File: src/rtl/x9_seq_pkg.sv
// Shared types and opcode constants for the X9 multi-cycle sequencer.
package x9_seq_pkg;

    typedef enum logic [3:0] {
        IDLE   = 4'd0,
        FETCH  = 4'd1,
        DECODE = 4'd2,
        EXEC   = 4'd3,
        MEM    = 4'd4,
        WB     = 4'd5,
        PCUP   = 4'd6,
        HALT   = 4'd7,
        ERR    = 4'd8
    } state_t;

    localparam logic [4:0] OP_BEQ = 5'b00101;
    localparam logic [4:0] OP_BNE = 5'b00110;
    localparam logic [4:0] OP_EQ  = 5'b01101;
    localparam logic [4:0] OP_LT  = 5'b01110;

endpackage

File: src/rtl/x9_wait_timer.sv
// MEM-state wait counter: cleared outside MEM, counts cycles without mem_ready,
// and flags when the count sits at TIMEOUT-1.
module x9_wait_timer #(
    parameter int TIMEOUT = 16
) (
    input  logic clk,
    input  logic reset,
    input  logic clear,
    input  logic enable,
    output logic expired
);

    localparam int W = (TIMEOUT > 2) ? $clog2(TIMEOUT) : 1;

    logic [W-1:0] cnt_q;
    logic [W-1:0] cnt_d;

    assign expired = (cnt_q == W'(TIMEOUT - 1));

    // next count: hold at the terminal value so it never wraps
    always_comb begin
        cnt_d = cnt_q;
        if (clear) begin
            cnt_d = '0;
        end else if (enable && !expired) begin
            cnt_d = cnt_q + 1'b1;
        end
    end

    // counter register
    always_ff @(posedge clk) begin
        if (reset) begin
            cnt_q <= '0;
        end else begin
            cnt_q <= cnt_d;
        end
    end

endmodule

File: src/rtl/x9_sequencer.sv
// X9 multi-cycle sequencer: steps each instruction through
// FETCH/DECODE/EXEC/MEM/WB/PCUP and drives the datapath enables.
//
//   state  | meaning
//   IDLE   | waiting for start
//   FETCH  | load instruction register
//   DECODE | latch decoder controls and opcode
//   EXEC   | ALU cycle, compares update cond_flag
//   MEM    | data memory request, waits for mem_ready
//   WB     | register-file write
//   PCUP   | PC update, retire instruction
//   HALT   | program done, waiting for start to fall
//   ERR    | memory timeout, held until reset
module x9_sequencer
    import x9_seq_pkg::*;
#(
    parameter int OPW         = 5,
    parameter int CNT_W       = 16,
    parameter int MEM_TIMEOUT = 16
) (
    input  logic             clk,
    input  logic             reset,
    input  logic             start,
    input  logic             last_instr,
    input  logic [OPW-1:0]   opcode,
    input  logic             branch_inst,
    input  logic             mem_read,
    input  logic             mem_write,
    input  logic             reg_write,
    input  logic             alu_flag,
    input  logic             mem_ready,
    output logic             ir_load,
    output logic             alu_en,
    output logic             mem_req,
    output logic             mem_we,
    output logic             reg_we,
    output logic             pc_en,
    output logic             branch_take,
    output logic             cond_flag,
    output logic             busy,
    output logic             done,
    output logic             err,
    output logic [CNT_W-1:0] retired
);

    state_t           state_q, state_d;
    logic [OPW-1:0]   opcode_l_q, opcode_l_d;
    logic             branch_l_q, branch_l_d;
    logic             rd_l_q, rd_l_d;
    logic             w_l_q, w_l_d;
    logic             reg_write_l_q, reg_write_l_d;
    logic             last_l_q, last_l_d;
    logic             cond_q, cond_d;
    logic [CNT_W-1:0] retired_q, retired_d;

    logic ir_load_q, ir_load_d;
    logic alu_en_q, alu_en_d;
    logic mem_req_q, mem_req_d;
    logic reg_we_q, reg_we_d;
    logic pc_en_q, pc_en_d;
    logic branch_take_q, branch_take_d;
    logic busy_q, busy_d;
    logic done_q, done_d;
    logic err_q, err_d;

    logic timer_expired;

    x9_wait_timer #(
        .TIMEOUT (MEM_TIMEOUT)
    ) u_wait_timer (
        .clk     (clk),
        .reset   (reset),
        .clear   (state_q != MEM),
        .enable  ((state_q == MEM) && !mem_ready),
        .expired (timer_expired)
    );

    // next state, latched controls, flag/counter updates and next outputs
    always_comb begin
        state_d       = state_q;
        opcode_l_d    = opcode_l_q;
        branch_l_d    = branch_l_q;
        rd_l_d        = rd_l_q;
        w_l_d         = w_l_q;
        reg_write_l_d = reg_write_l_q;
        last_l_d      = last_l_q;
        cond_d        = cond_q;
        retired_d     = retired_q;

        unique case (state_q)
            IDLE: begin
                if (start) state_d = FETCH;
            end
            FETCH: begin
                state_d = DECODE;
            end
            DECODE: begin
                opcode_l_d    = opcode;
                branch_l_d    = branch_inst;
                rd_l_d        = mem_read;
                w_l_d         = mem_write;
                reg_write_l_d = reg_write;
                last_l_d      = last_instr;
                state_d       = EXEC;
            end
            EXEC: begin
                if ((opcode_l_q == OPW'(OP_EQ)) || (opcode_l_q == OPW'(OP_LT))) begin
                    cond_d = alu_flag;
                end
                if (rd_l_q || w_l_q) begin
                    state_d = MEM;
                end else if (reg_write_l_q) begin
                    state_d = WB;
                end else begin
                    state_d = PCUP;
                end
            end
            MEM: begin
                // a completing access beats a timeout landing in the same cycle
                if (mem_ready) begin
                    state_d = rd_l_q ? WB : PCUP;
                end else if (timer_expired) begin
                    state_d = ERR;
                end
            end
            WB: begin
                state_d = PCUP;
            end
            PCUP: begin
                if (retired_q != '1) retired_d = retired_q + 1'b1;
                state_d = last_l_q ? HALT : FETCH;
            end
            HALT: begin
                if (!start) state_d = IDLE;
            end
            ERR: begin
                state_d = ERR;
            end
            default: begin
                state_d = IDLE;
            end
        endcase

        // outputs are registered from the next state so they line up with it
        ir_load_d     = (state_d == FETCH);
        alu_en_d      = (state_d == EXEC);
        mem_req_d     = (state_d == MEM);
        reg_we_d      = (state_d == WB);
        pc_en_d       = (state_d == PCUP);
        branch_take_d = (state_d == PCUP) && branch_l_d &&
                        ((opcode_l_d == OPW'(OP_BEQ)) ? cond_d : !cond_d);
        busy_d        = !((state_d == IDLE) || (state_d == HALT) || (state_d == ERR));
        done_d        = (state_d == HALT);
        err_d         = (state_d == ERR);
    end

    // single state/output register bank
    always_ff @(posedge clk) begin
        if (reset) begin
            state_q       <= IDLE;
            opcode_l_q    <= '0;
            branch_l_q    <= 1'b0;
            rd_l_q        <= 1'b0;
            w_l_q         <= 1'b0;
            reg_write_l_q <= 1'b0;
            last_l_q      <= 1'b0;
            cond_q        <= 1'b0;
            retired_q     <= '0;
            ir_load_q     <= 1'b0;
            alu_en_q      <= 1'b0;
            mem_req_q     <= 1'b0;
            reg_we_q      <= 1'b0;
            pc_en_q       <= 1'b0;
            branch_take_q <= 1'b0;
            busy_q        <= 1'b0;
            done_q        <= 1'b0;
            err_q         <= 1'b0;
        end else begin
            state_q       <= state_d;
            opcode_l_q    <= opcode_l_d;
            branch_l_q    <= branch_l_d;
            rd_l_q        <= rd_l_d;
            w_l_q         <= w_l_d;
            reg_write_l_q <= reg_write_l_d;
            last_l_q      <= last_l_d;
            cond_q        <= cond_d;
            retired_q     <= retired_d;
            ir_load_q     <= ir_load_d;
            alu_en_q      <= alu_en_d;
            mem_req_q     <= mem_req_d;
            reg_we_q      <= reg_we_d;
            pc_en_q       <= pc_en_d;
            branch_take_q <= branch_take_d;
            busy_q        <= busy_d;
            done_q        <= done_d;
            err_q         <= err_d;
        end
    end

    assign ir_load     = ir_load_q;
    assign alu_en      = alu_en_q;
    assign mem_req     = mem_req_q;
    assign mem_we      = mem_req_q & w_l_q;
    assign reg_we      = reg_we_q;
    assign pc_en       = pc_en_q;
    assign branch_take = branch_take_q;
    assign cond_flag   = cond_q;
    assign busy        = busy_q;
    assign done        = done_q;
    assign err         = err_q;
    assign retired     = retired_q;

endmodule

File: config.mk
export PLATFORM = sky130hd
export DESIGN_NAME = x9_sequencer
export DESIGN_NICKNAME = d
export VERILOG_FILES = /design/src/rtl/x9_seq_pkg.sv /design/src/rtl/x9_wait_timer.sv /design/src/rtl/x9_sequencer.sv
export SDC_FILE = /design/constraint.sdc
export NUM_CORES = 1
export LEC_CHECK = 0
export BUFFER_PORTS_ARGS = -buffer_cell sky130_fd_sc_hd__buf_2
export CAP_MARGIN = 20
export CORE_ASPECT_RATIO = 0.5
export CORE_UTILIZATION = 47
export DETAILED_ROUTE_END_ITERATION = 16
export PLACE_DENSITY_LB_ADDON = 0.1
export SLEW_MARGIN = 20
export SYNTH_ARGS = -nofsm -noshare
export SYNTH_HDL_FRONTEND = slang
export SYNTH_SLANG_ARGS = --single-unit
File: constraint.sdc
create_clock -name clk -period 2.2 [get_ports clk]
set_clock_uncertainty 0.05 [all_clocks]
set_input_delay 0.44 -clock clk [delete_from_list [all_inputs] [get_ports clk]]
set_output_delay 0.44 -clock clk [all_outputs]
set_load 0.03 [all_outputs]
==> results.ini, run 1 <==
[outcome]
status = finished, final reports clean

[sta]
finalSetupViolCount = 0
rsz0062_at_grt = false
hold_viol = 0
finalCritPeriodShare_pct = 83.7
tightest_slew_ps = 563
max_freq_mhz = 543
period_needed_ps = 1840
setup_tns_ps = 0
relSlewSlack_pct = 62.2
slew_viol_final = 0

[setup_path]
rr_worst_depth = 5
path_max_fanout = 13
cp-start-kind = flip-flop
path_class = flip-flop to flip-flop
arrival_ps = 1940
cp-end-kind = flip-flop
required_ps = 2300

[drt]
ant_nets = 0
drc = 0
routedWlPerCell_um = 12.7
drt-pass1-iter-count = 4
vias = 1779
avgViaCountPerCell = 5.42
wl_mm = 4.17
drt-initial-drc-count = 48

[cts]
clk_pin_slew_ps = 80
htree_levels = 2
clock-sinks = 44
worstSkewPairLatency_ps = 290
cts_buffers = 5
cts_setup_buffers = 0
root_buffer = clkbuf_8
cts_tree = built
ctsResizeCount = 0
max-clock-path-buffers = 2
postCtsHoldBufs = 0

[synthesis]
yosys_warnings = 0
synth_cells = 231
synth-edff-count = 0
synthesis.nets = 248
syn_area_um2 = 2060
synth_top_flop_cell = dfxtp_1
ys_seq_area_share_pct = 42.7
ys_types = 49
ys_ff_latch = 44
syn_avg_cell_area_um2 = 8.94
async_reset_ff_share_pct = 0

[global_route]
grt_max_degree = 18
grt_pass1_vias = 1571
grt_pass1_wl_mm = 6.91
antenna_found_initial = 0
track_usage_pct = 18.5
overflow = 0

[floorplan]
die_area_um2 = 4680
rows = 16
die_height_um = 48.9
coreArea_um2 = 4040
fp.dieW_um = 95.7
io_pins = 42
start_util_pct = 51.1

[place]
gp_congestion = 0.748
dp_hpwl_mm = 3.05
io_buffers = 41

[final_layout]
nNetsFinal = 290
syn2layout_area_growth_pct = 16.4
final_common_cell = dfxtp_1
diodes = 0
drive_above_1_share_pct = 22.6
final_cell_mix = 44 x dfxtp_1, 41 x buf_2, 28 x nand2_1

[worst_hold_path]
hold_depth = 3
min_path_type = primary input to flip-flop

[power]
power.total_mw = 1.72
leakagePower_nw = 0.972
power_density_nw_per_um2 = 716
ir_drop_mv = 0.336

[job]
drv_cap = 0

flip-flops by register name, summed over array words and instances (netlist names), 4 cells and up:
| register | count |
|---|---|
| retired | 16 |
| opcode_l_q | 5 |
| state_q | 4 |
| u_wait_timer.cnt_q | 4 |
synthesized netlist by cell type (2+ instances only):
master | count | share of area [%]
buf_6 | 2 | 1.1
nand2b_1 | 5 | 1.5
clkbuf_1 | 3 | 0.55
and2_1 | 2 | 0.61
buf_4 | 3 | 1.1
nand3_1 | 7 | 1.7
nor3b_1 | 2 | 0.73
nor3_1 | 12 | 2.9
a31oi_1 | 2 | 0.61
ha_1 | 2 | 1.2
a21oi_1 | 14 | 3.4
xnor2_1 | 6 | 2.5
and4_1 | 3 | 1.3
xor2_1 | 9 | 3.8
mux2i_1 | 2 | 0.97
nand2_1 | 28 | 5.1
o21ai_2 | 2 | 0.85
inv_1 | 4 | 0.73
dfxtp_1 | 44 | 43
and3_1 | 4 | 1.2
o211ai_1 | 3 | 1.1
or3_1 | 2 | 0.61
nor2_1 | 27 | 4.9
and3b_1 | 3 | 1.3
a311oi_1 | 3 | 1.3
o21ai_1 | 6 | 1.5
nand4_1 | 6 | 1.8
nor4_2 | 4 | 2.4
per-stage QoR:
stage / worst slack, ps / instances / hold slack (ps) / utilization, % / area, µm²
after floorplan: 450 / 231 / 382 / - / 2060
after global placement: 422 / 320 / 391 / 56.8 / 2300
after detailed placement: 415 / 320 / 396 / 56.8 / 2300
after CTS: 390 / 328 / 328 / 59.4 / 2400
after global routing: 222 / 328 / 344 / 59.4 / 2400
final: 359 / 328 / 333 / 59.4 / 2400
path summary, 6_finish.rpt:
path                 startpoint             to  slack (ps)
hold / removal        reg_write  reg_write_l_q         330
hold reg to reg   opcode_l_q[2]  opcode_l_q[2]         410
setup / recovery     state_q[2]           busy         360
setup reg to reg     state_q[2]           busy         360
cell families (layout without fill, tap and decap cells):
kind of cell    count (synthesis)  in the layout  synth area share, %
buf+inv                        12             55                 3.45
flops                          44             44                 42.7
simple gates                  117            117                 32.3
mux                             3              3                 2.06
xor+xnor                       15             15                 6.36
fa+ha+maj                       2              2                 1.21
compound gates                 38             38                 11.9
per-layer routing:
metal / up-vias / part of all wire [%] / track usage (%)
li1: 915 / - / -
met4: 0 / 0.096 / 2.99
met1: 824 / 53 / 26.1
met3: 2 / 5.5 / 5.14
met2: 38 / 42 / 28.7
met5: - / 0 / 0
layout make-up:
type,count,area (µm²)
repair buffers,43,220
clock inverters,2,35.0
clock buffers,6,72.6
multi-input cells,175,1110
fillers,377,1640
inverters,4,15.0
flip-flops and latches,44,881
well taps,54,67.6
where the power goes:
group / switching, mW / total, mW / internal [mW]
clock network: 0.267 / 0.604 / 0.337
logic: 0.150 / 0.244 / 0.0930
registers: 0.0399 / 0.873 / 0.833
total: 0.457 / 1.72 / 1.26
critical path, cell delays in order, from the launching register on:
cell      delay [ps]
dfxtp_1          620
and4bb_1         310
a32oi_1          210
o21ai_1          230
nor3_1           210
a311oi_1          70
Power figures use the tool's default switching activity.
==> run 2, diff against run 1 <==
Clock period 2.2 ns to 1.6 ns, I/O delays scaled along.
==> run 2 against run 1 <==
Effect of this change: the run now ends with setup timing left; highest routed layer unchanged; largest cell class unchanged; via count grew 11%; global-route usage grew 5.3 points; clock power grew 97%; largest power group unchanged; sequential share of layout area shrank 4.8 points; design area grew 19%; critical path depth grew 1; non-clock buffer count grew 33; flip-flop and latch count is the same.
==> results.ini, run 2 (synthesis results as in run 1) <==
[drt]
vias = 1972  ; +11%
routedWlPerCell_um = 14.2  ; +11%
avgViaCountPerCell = 5.46  ; +0.72%
ant_nets = 0  ; unchanged
wl_mm = 5.11  ; +23%
drt-initial-drc-count = 46  ; -4.2%
drc = 0  ; unchanged
drt-pass1-iter-count = 4  ; unchanged

[final_layout]
syn2layout_area_growth_pct = 38.7
final_cell_mix = 41 x buf_2, 35 x buf_4, 29 x dfxtp_1
fin_util_pct = 70.8  ; +11 points
drive_above_1_share_pct = 42.0  ; +19 points
design_area_um2 = 2860  ; +19%
largest_register_ffs = 16  ; unchanged
nNetsFinal = 323  ; +11%
final_common_cell = buf_2
diodes = 0  ; unchanged

[place]
placed_area_um2 = 2540  ; +11%
io_buffers = 41  ; unchanged
dp_hpwl_mm = 3.54  ; +16%
gp_congestion = 0.938  ; +25%

[global_route]
grt_pass1_wl_mm = 8.51  ; +23%
grtUsageMet1_pct = 31.5  ; +5.4 points
track_usage_pct = 23.8  ; +5.3 points
grt_max_degree = 18  ; unchanged
overflow = 0  ; unchanged
antenna_found_initial = 0  ; unchanged
grt_pass1_vias = 1835  ; +17%
met2_usage_pct = 37.3  ; +8.6 points
busiest_layer = met2
grt_use_met3_pct = 7.17  ; +2.0 points

[sta]
setup_tns_ps = -32.2  ; -32.2 ps
tightest_slew_ps = 365  ; -198 ps
rsz0062_at_grt = true
slew_viol_final = 0  ; unchanged
hold_viol = 0  ; unchanged
max_freq_mhz = 614  ; +13%
finalCritPeriodShare_pct = 102  ; +18 points
relSlewSlack_pct = 75.7  ; +13 points
period_needed_ps = 1630  ; -213 ps
finalSetupViolCount = 2  ; +2
setup_ws_ps = -27.5  ; -387 ps
holdWs_ps = 195  ; -137 ps

[cts]
root_buffer = clkbuf_8
max-clock-path-buffers = 2  ; unchanged
htree_levels = 2  ; unchanged
cts_buffers = 5  ; unchanged
clock-sinks = 44  ; unchanged
worstSkewPairLatency_ps = 310  ; +20 ps
clk_pin_slew_ps = 90  ; about the same
cts_tree = built

[floorplan]
coreArea_um2 = 4040  ; unchanged
io_pins = 42  ; unchanged
die_height_um = 48.9  ; unchanged
start_util_pct = 51.1  ; unchanged
fp.dieW_um = 95.7  ; unchanged
rows = 16  ; unchanged
die_area_um2 = 4680  ; unchanged

[worst_hold_path]
min_path_type = primary input to flip-flop

[setup_path]
cp-start-kind = flip-flop
arrival_ps = 1800  ; -140 ps
path_class = flip-flop to flip-flop
path_max_fanout = 5  ; -8
ff2ff_setup_slack_ps = -30  ; -390 ps
required_ps = 1780  ; -520 ps
cp-end-kind = flip-flop

[power]
ir_drop_mv = 0.485  ; +44%
power_density_nw_per_um2 = 1000  ; +40%
leakagePower_nw = 1.21  ; +24%

[outcome]
violations = setup timing
status = complete, but fails checks

[job]
drv_cap = 0  ; unchanged

## run 2: critical path: stages, from the launching register on
cell     delay, ps
dfxtp_1        320
o311a_1        390
nor4_4         150
a41o_1         170
nor2_1          70
buf_4          160
nor4_2         250
## run 2: final timing paths
path                  from       endpoint  cells past startpoint
max reg2reg         rd_l_q    branch_take                      6
min             last_instr       last_l_q                      3
max                 rd_l_q    branch_take                      6
min reg2reg  opcode_l_q[2]  opcode_l_q[2]                      2
## run 2: layout make-up
type	instances	area, µm²
well taps	54	67.6
repair buffers	76	468
fillers	327	1180
clock inverters	3	90.1
clock buffers	5	68.8
inverters	4	15.0
multi-input cells	175	1240
flip-flops and latches	44	912
## run 2: what timing repair did
action	in CTS	in global routing
setup endpoints to repair	19	24
gates resized for setup	9	26
hold buffers	0	0
pin swaps	0	6
endpoints found under the hold margin	0	0
buffers inserted	0	3
## run 2: metal layers
| metal | share of wire (%) | vias up |
|---|---|---|
| met3 | 5.7 | 11 |
| met2 | 46 | 62 |
| met4 | 1.4 | 0 |
| li1 | - | 981 |
| met5 | 0 | - |
| met1 | 47 | 918 |
## run 2: report_power, final
part	switching, mW	internal [mW]
Combinational	0.265	0.217
Clock	0.410	0.781
Sequential	0.0501	1.15
## run 2: stage by stage
| stage | power [mW] | instances | worst slack, ps |
|---|---|---|---|
| after global placement | 1.62 | 350 | -41.6 |
| after global routing | 2.99 | 361 | -117 |
| after detailed placement | 1.63 | 350 | -169 |
| after CTS | 2.81 | 358 | 1.88 |
| after floorplan | 1.48 | 231 | 21.0 |
| final | 2.87 | 361 | -27.5 |
==> run 3, diff against run 2 <==
Settings changed: CELL_PAD_IN_SITES_DETAIL_PLACEMENT from default to 0, CELL_PAD_IN_SITES_GLOBAL_PLACEMENT from default to 1, CORE_ASPECT_RATIO 0.5 to default, CORE_UTILIZATION 47 to 36, HOLD_SLACK_MARGIN from default to 0.15.
==> run 3 against run 2 <==
Effect of this change: the run now ends clean; fmax up 2.1%; via count is 0.56% lower; core utilization is 18 points lower; sequential power hardly changed; non-clock buffer count is 15 higher; setup slack improved by 34 ps; wire length down 0.41%; sequential share of layout area is 0.56 points lower; critical endpoint unchanged; largest cell class unchanged; highest routed layer unchanged.
==> results.ini, run 3 (synthesis results as in run 1) <==
[power]
p_int_mw = 1.68  ; -21%
leakagePower_nw = 1.22  ; +0.99%
power.total_mw = 2.35  ; -18%
clkPwrFrac_pct = 27.8  ; -14 points
swShare_pct = 28.5  ; +3.2 points
pwr-share-comb_pct = 21.3  ; +4.5 points
power_density_nw_per_um2 = 813  ; -19%
seq_power_share_pct = 50.9  ; +9.2 points
switchingPower_uw = 670  ; -7.6%
ir_drop_mv = 0.342  ; -30%

[cts]
max-clock-path-buffers = 2  ; unchanged
clk_pin_slew_ps = 80  ; about the same
cts_buffers = 5  ; unchanged
worstSkewPairLatency_ps = 290  ; -20 ps
htree_levels = 2  ; unchanged
cts_tree = built
postCtsHoldBufs = 0  ; unchanged
clock-sinks = 44  ; unchanged
root_buffer = clkbuf_8

[global_route]
grt_max_degree = 18  ; unchanged
antenna_found_initial = 0  ; unchanged
grt_pass1_vias = 1886  ; +2.8%
overflow = 0  ; unchanged
track_usage_pct = 18.0  ; -5.8 points
grt_pass1_wl_mm = 8.64  ; +1.5%

[drt]
avgViaCountPerCell = 4.99  ; -8.7%
drc = 0  ; unchanged
routedWlPerCell_um = 12.9  ; -8.5%
wl_mm = 5.09  ; -0.41%
drt-initial-drc-count = 82  ; +78%
drt-pass1-iter-count = 4  ; unchanged
ant_nets = 0  ; unchanged
vias = 1961  ; -0.56%

[setup_path]
cp-end-kind = flip-flop
cp-startpoint = state_q[2]
arrival_ps = 1750  ; -50 ps
r2r-start = state_q[2]
path_class = flip-flop to flip-flop
required_ps = 1760  ; -20 ps
path_max_fanout = 7  ; +2
cp-start-kind = flip-flop

[sta]
finalCritPeriodShare_pct = 99.6  ; -2.1 points
max_freq_mhz = 627  ; +2.1%
tightest_slew_ps = 398  ; +32.6 ps
rsz0062_at_grt = true
relSlewSlack_pct = 73.5  ; -2.2 points
period_needed_ps = 1590  ; -33.8 ps
finalSetupViolCount = 0  ; -2
slew_viol_final = 0  ; unchanged
hold_viol = 0  ; unchanged

[job]
drv_cap = 0  ; unchanged

[place]
placedCellCount = 385  ; +10%
gp_congestion = 0.772  ; -18%
io_buffers = 41  ; unchanged
dp_hpwl_mm = 3.69  ; +4.3%

[outcome]
status = finished, final reports clean

[floorplan]
die_height_um = 77.7  ; +59%
io_pins = 42  ; unchanged
fp.dieW_um = 77.7  ; -19%
rows = 27  ; +11
start_util_pct = 37.5  ; -14 points
coreArea_um2 = 5510  ; +36%
die_area_um2 = 6040  ; +29%

[final_layout]
syn2layout_area_growth_pct = 40.2
drive_above_1_share_pct = 43.9  ; +1.9 points
final_cell_mix = 49 x buf_4, 41 x buf_2, 28 x nand2_1, 28 x dfxtp_1, 26 x nor2_1
largest_register_ffs = 16  ; unchanged
fin_cells = 393  ; +8.9%
nNetsFinal = 338  ; +4.6%
final_common_cell = buf_4
diodes = 0  ; unchanged

[worst_hold_path]
min_from = reg_write
min_path_type = primary input to flip-flop

[run 3: worst paths after layout]
check	end	slack, ps	depth (start not counted)
max	branch_take	6	6
min reg2reg	opcode_l_q[2]	400	2
min	reg_write_l_q	210	3
max reg2reg	branch_take	6	6
[run 3: final cells by class]
type	instances	area, µm²
flip-flops and latches	44	906
inverters	4	15.0
clock inverters	1	5.00
multi-input cells	175	1220
clock buffers	6	72.6
well taps	72	90.1
repair buffers	91	584
fillers	537	2610
[run 3: stage by stage]
step | setup slack [ps] | utilization [%] | cell area, µm² | hold WS [ps] | setup TNS (ps)
3_3_place_gp | -101 | 48.9 | 2690 | 389 | -795
2_1_floorplan | 21.0 | - | 2080 | 338 | 0
3_5_place_dp | -81.9 | 48.9 | 2690 | 394 | -1050
4_1_cts | -18.7 | 51.0 | 2810 | 202 | -25.5
5_1_grt | -91.8 | 52.6 | 2890 | 211 | -698
6_report | 6.30 | 52.6 | 2890 | 213 | 0
[run 3: worst max-delay path: stages, from the launching register on]
cell and delay [ps]:
dfxtp_2 340, buf_4 160, or4b_4 530, nand4_1 110, o21ai_2 70, xnor2_1 130
nor4_2 120
[run 3: power by group through the flow]
| stage | Clock, mW | Sequential (mW) | Combinational, mW |
|---|---|---|---|
| 6_report | 0.654 | 1.20 | 0.501 |
| 5_1_grt | 0.745 | 1.20 | 0.554 |
| 4_1_cts | 0.691 | 1.19 | 0.477 |
| 3_5_place_dp | 0 | 1.21 | 0.463 |
| 3_3_place_gp | 0 | 1.21 | 0.466 |
| 2_1_floorplan | 0 | 1.23 | 0.252 |
[run 3: layer usage]
metal	wire (µm)	part of all wire, %	track usage [%]	vias to the layer above
li1	-	-	-	1016
met1	2340	46	22.2	905
met2	2590	51	31.0	38
met3	152	3.0	3.88	2
met4	8	0.16	5.66	0
met5	0	0	0	-
[run 3: repair_timing]
action,in CTS,in global routing
pin swaps,1,4
setup endpoints to repair,18,24
setup buffers,0,1
gates resized for setup,9,18
